`config.mk`:
```
export PLATFORM = sky130hd
export DESIGN_NAME = cache_mem_arbiter
export DESIGN_NICKNAME = d
export VERILOG_FILES = /design/src/rtl/cache_mem_arbiter.sv
export SDC_FILE = /design/constraint.sdc
export NUM_CORES = 1
export LEC_CHECK = 0
export CORE_AREA = 2 2 228 230
export DETAILED_ROUTE_END_ITERATION = 6
export DIE_AREA = 0 0 230 232
export PLACE_DENSITY_LB_ADDON = 0.2
export SYNTH_ARGS = -nofsm -noshare
export SYNTH_HDL_FRONTEND = slang
export SYNTH_SLANG_ARGS = --single-unit
```
`constraint.sdc`:
```
create_clock -name clk -period 2.4 [get_ports clk]
set_input_delay 0.24 -clock clk [delete_from_list [all_inputs] [get_ports clk]]
set_output_delay 0.24 -clock clk [all_outputs]
set_load 0.05 [all_outputs]
```
`src/rtl/cache_mem_arbiter.sv`:
```
// Arbitrates ICache/DCache line refills and DCache write-backs
// onto a single word-beat memory bus.
module cache_mem_arbiter #(
  parameter int LINE_WORDS = 4,
  parameter int WORD       = 32
) (
  input  logic                       clk,
  input  logic                       rst,
  input  logic                       i_rd_req,
  input  logic [WORD-1:0]            i_rd_addr,
  output logic                       i_rd_ready,
  output logic [LINE_WORDS*WORD-1:0] i_ret_data,
  input  logic                       d_rd_req,
  input  logic [WORD-1:0]            d_rd_addr,
  output logic                       d_rd_ready,
  output logic [LINE_WORDS*WORD-1:0] d_ret_data,
  input  logic                       d_wr_req,
  input  logic [WORD-1:0]            d_wr_addr,
  input  logic [LINE_WORDS*WORD-1:0] d_wr_data,
  output logic                       d_wr_ready,
  output logic                       mem_req,
  output logic                       mem_we,
  output logic [WORD-1:0]            mem_addr,
  output logic [WORD-1:0]            mem_wdata,
  input  logic                       mem_ack,
  input  logic [WORD-1:0]            mem_rdata
);

  localparam int BW  = $clog2(LINE_WORDS);
  localparam int OFF = BW + 2;
  localparam logic [WORD-1:0] ALIGN =
    {{(WORD-OFF){1'b1}}, {OFF{1'b0}}};
  localparam logic [BW-1:0] LAST = BW'(LINE_WORDS - 1);

  typedef enum logic [2:0] {
    IDLE, IRD, DRD, DWR, DONE
  } state_t;

  state_t state, state_n;

  logic                            last_d;
  logic [BW-1:0]                   beat;
  logic [BW-1:0]                   beat_nx;
  logic [LINE_WORDS-1:0][WORD-1:0] line_buf;
  logic [LINE_WORDS-1:0][WORD-1:0] wr_line;
  logic                            grant_w;
  logic                            grant_d;
  logic                            grant_i;
  logic                            beat_ok;
  logic                            last_beat;
  logic [WORD-1:0]                 addr_sel;

  assign beat_nx    = beat + 1'b1;
  assign beat_ok    = mem_req & mem_ack;
  assign last_beat  = beat_ok & (beat == LAST);
  assign i_ret_data = line_buf;
  assign d_ret_data = line_buf;

  // last_d = 1 means the DCache read was served last
  always_comb begin
    grant_w  = d_wr_req;
    grant_d  = ~d_wr_req & d_rd_req
             & (~i_rd_req | ~last_d);
    grant_i  = ~d_wr_req & i_rd_req
             & (~d_rd_req | last_d);
    addr_sel = i_rd_addr;
    unique case (1'b1)
      grant_w: addr_sel = d_wr_addr;
      grant_d: addr_sel = d_rd_addr;
      default: addr_sel = i_rd_addr;
    endcase
  end

  always_ff @(posedge clk) begin
    if (rst) state <= IDLE;
    else     state <= state_n;
  end

  always_comb begin
    state_n = state;
    unique case (state)
      IDLE: begin
        unique case (1'b1)
          grant_w: state_n = DWR;
          grant_d: state_n = DRD;
          grant_i: state_n = IRD;
          default: state_n = IDLE;
        endcase
      end
      IRD, DRD, DWR: begin
        if (last_beat) state_n = DONE;
      end
      DONE:    state_n = IDLE;
      default: state_n = IDLE;
    endcase
  end

  always_ff @(posedge clk) begin
    if (rst) begin
      mem_req    <= 1'b0;
      mem_we     <= 1'b0;
      mem_addr   <= '0;
      mem_wdata  <= '0;
      beat       <= '0;
      line_buf   <= '0;
      wr_line    <= '0;
      last_d     <= 1'b0;
      i_rd_ready <= 1'b0;
      d_rd_ready <= 1'b0;
      d_wr_ready <= 1'b0;
    end else begin
      i_rd_ready <= 1'b0;
      d_rd_ready <= 1'b0;
      d_wr_ready <= 1'b0;
      if (state == IDLE) begin
        if (grant_w | grant_d | grant_i) begin
          mem_req  <= 1'b1;
          mem_we   <= grant_w;
          mem_addr <= addr_sel & ALIGN;
          beat     <= '0;
        end
        if (grant_w) begin
          wr_line   <= d_wr_data;
          mem_wdata <= d_wr_data[WORD-1:0];
        end
        if (grant_d | grant_i) last_d <= grant_d;
      end else if (beat_ok) begin
        beat     <= beat_nx;
        mem_addr <= mem_addr + WORD'(4);
        if (mem_we) mem_wdata <= wr_line[beat_nx];
        else        line_buf[beat] <= mem_rdata;
        if (last_beat) begin
          mem_req    <= 1'b0;
          mem_we     <= 1'b0;
          i_rd_ready <= (state == IRD);
          d_rd_ready <= (state == DRD);
          d_wr_ready <= (state == DWR);
        end
      end
    end
  end

endmodule

```
==> impl_metrics.env <==
export IMPL_clkLatencyLatePin_ns=0.54
export IMPL_synth_compound_area_share_pct=16.67
export IMPL_clk_pin_slew_ns=0.06
export IMPL_dieWidth_um=230
export IMPL_ys_ff_latch=329
export IMPL_whs_ns=0.1318
export IMPL_route_detailed_drc=0
export IMPL_area_growth_pct=46.07
export IMPL_drtAntennaViolNets=0
export IMPL_power_density_mw_per_mm2=683.1
export IMPL_dp_hpwl_mm=38.70
export IMPL_synthMuxAreaShare_pct=6.715
export IMPL_fin_total_pwr_mw=14.91
export IMPL_hold_viol=0
export IMPL_crit_buf_inv=1
export IMPL_grt_pass1_vias=13580
export IMPL_stdcell_count=2970
export IMPL_avgRoutedWirePerCell_um=18.12
export IMPL_rsz0062_at_grt="false"
export IMPL_gr_total_overflow=0
export IMPL_place_congestion=0.9083
export IMPL_synth_xor_area_share_pct=0
export IMPL_cp_max_fo=6
export IMPL_yosys_top_cells_area="dfxtp_1 (44%), nand2_1 (16%), a21oi_1 (9.4%)"
export IMPL_yosysSeqAreaShare_pct=44.07
export IMPL_grt_antenna_before_repair=13
export IMPL_via_per_inst=4.776
export IMPL_postSynthAreaPerCell_um2=8.039
export IMPL_num_vias=14190
export IMPL_worst_ep_arrival_time_ns=1.93
export IMPL_cp_slowest_cell="clkdlybuf4s50_1"
export IMPL_power_leakage_nw=7.418
export IMPL_multi_input_area_mm2=0.006785
export IMPL_numPortBuffers=572
export IMPL_dieArea_mm2=0.05336
export IMPL_num_io_pins=587
export IMPL_slew_violations=0
export IMPL_grt_pass1_wl_mm=80.97
export IMPL_grt_use_total_pct=19.38
export IMPL_netlist_area_mm2=0.01494
export IMPL_first_pass_iters=5
export IMPL_ctsHoldBuffers=0
export IMPL_drive_above_1_share_pct=8.684
export IMPL_setup_viol=0
export IMPL_synth_edf_count=0
export IMPL_cts_tree="built"
export IMPL_yosysWarnings=0
export IMPL_cts_buffer_depth=3
export IMPL_clock_sinks=329
export IMPL_timing_final_crit_share_pct=90.38
export IMPL_core_region_area_mm2=0.05089
export IMPL_start_util_pct=29.37
export IMPL_ys_types=60
export IMPL_setup_tns_ns=0
export IMPL_endpoint_kind="output pin"
export IMPL_ir_drop_mv=0.4791
export IMPL_crit_path_start_kind="register"
export IMPL_yosys_area_top_type="dfxtp_1"
export IMPL_synth_adder_area_share_pct=0.4186
export IMPL_required_ns=2.16
export IMPL_final_common_cell="nand2_1"
export IMPL_cp_top_family="buffers and inverters"
export IMPL_crit_chain="clkdlybuf4s50_1"
export IMPL_drt_total_wl_mm=53.82
export IMPL_fillers=5050
export IMPL_seqCellArea_mm2=0.006588
export IMPL_final_cell_mix="nand2_1 (632), clkdlybuf4s50_1 (571), dfxtp_1 (328)"
export IMPL_critPathKind="register to output pin"
export IMPL_min_period_ns=2.169
export IMPL_htree_num_levels=2
export IMPL_cpPeakStageDelay_ns=0.92
export IMPL_root_buffer="clkbuf_16"
export IMPL_nNetsFinal=2524
export IMPL_fmax_mhz=461.0
export IMPL_postSynthCellCount=1859
export IMPL_maxCapViolations=0
export IMPL_finClkSkew_ns=0.02118
export IMPL_synth_simple_gate_area_share_pct=21.16
export IMPL_placedCellCount=2897
export IMPL_worstHoldPathType="input pin to register"
export IMPL_worst_slew_pin_slew_ns=0.6501
export IMPL_max_slew_margin_pct=56.52
export IMPL_grt_max_degree=129
export IMPL_synth_top_area_share_pct=44.07
export IMPL_placementRows=83
export IMPL_die_h_um=232
export IMPL_synth_top_family_by_area="simple AND/OR/NAND/NOR gates"
export IMPL_synth_flop_cell="dfxtp_1"
export IMPL_status="completed"
export IMPL_cts_made_buffers=38
export IMPL_drt_iter0_drc=938
export IMPL_async_reset_ff_share_pct=0
[repair_timing]
item | 4_1_cts | 5_1_grt
gates resized for setup | 0 | 1
setup endpoints to repair | 0 | 1
buffers inserted | 0 | 0
[power breakdown]
group	total [mW]	switching, mW	internal [mW]
combinational	3.14	1.89	1.25
clock	5.74	2.32	3.42
sequential	6.03	0.240	5.79
[final timing paths]
| check | depth (start not counted) | start | endpoint | slack [ns] |
|---|---|---|---|---|
| setup / recovery | 1 | mem_we | mem_we | 0.23 |
| hold / removal | 2 | rst | beat[0] | 0.13 |
| setup reg to reg | 7 | state[1] | mem_addr[14] | 0.24 |
| hold reg to reg | 2 | wr_line[105] | wr_line[105] | 0.45 |
[sequential cells by signal (all words and copies together) (netlist names)]
name and flops:
d_ret_data 128, wr_line 128, mem_wdata 32, mem_addr 30, state 3, beat 2
d_rd_ready 1, d_wr_ready 1, i_rd_ready 1, last_d 1, mem_req 1, mem_we 1
[synthesized netlist by cell type, drive strengths merged (3+ instances only)]
master  number
a22oi        7
mux2i       26
nor3b        3
nor3        14
clkbuf      95
buf        177
or3          5
nor2        58
nand3       23
a31oi       13
o21ai       43
or4          6
mux4        32
and2         3
o211ai       6
a21oi      280
nand4       12
a211oi       4
nand2b       3
dfxtp      329
ha           5
inv          6
a311oi      33
nand2      633
nor4         8
[layer usage]
| metal | up-vias | track usage [%] | routed length [um] |
|---|---|---|---|
| met5 | - | 0 | 44 |
| met4 | 6 | 6.794 | 1206 |
| met3 | 74 | 4.850 | 3749 |
| met2 | 478 | 32.82 | 26470 |
| met1 | 6685 | 23.89 | 22350 |
| li1 | 6942 | - | - |
[cell families (layout without fill, tap and decap cells)]
family / count (synthesis) / count (layout)
AO/OA/AOI/OAI: 406 / 406
other: 1 / 12
adder cells (fa/ha/maj): 5 / 5
AND/OR/NAND/NOR: 779 / 779
multiplexers: 60 / 60
buffers and inverters: 279 / 699
flip-flops: 329 / 329
[metrics by stage]
step	cell area [um2]	util, %	setup slack (ns)
floorplan	14950	-	0.008239
global placement	20580	40.44	0.05108
detailed placement	20580	40.44	-0.002208
CTS	21800	42.84	0.02098
global route	21820	42.89	0.08589
finish	21830	42.90	0.2308
[final cells by class]
| class | count | share of cell area (%) |
|---|---|---|
| antenna | 10 | 0.1146 |
| clock buffer | 52 | 5.061 |
| clock inverter | 11 | 0.5330 |
| inverter | 7 | 0.1204 |
| multi-input combinational | 1252 | 31.08 |
| sequential | 329 | 30.18 |
| tap | 680 | 3.898 |
| timing repair buffer | 629 | 29.01 |
Note: power is estimated with default switching activity, not from simulation.
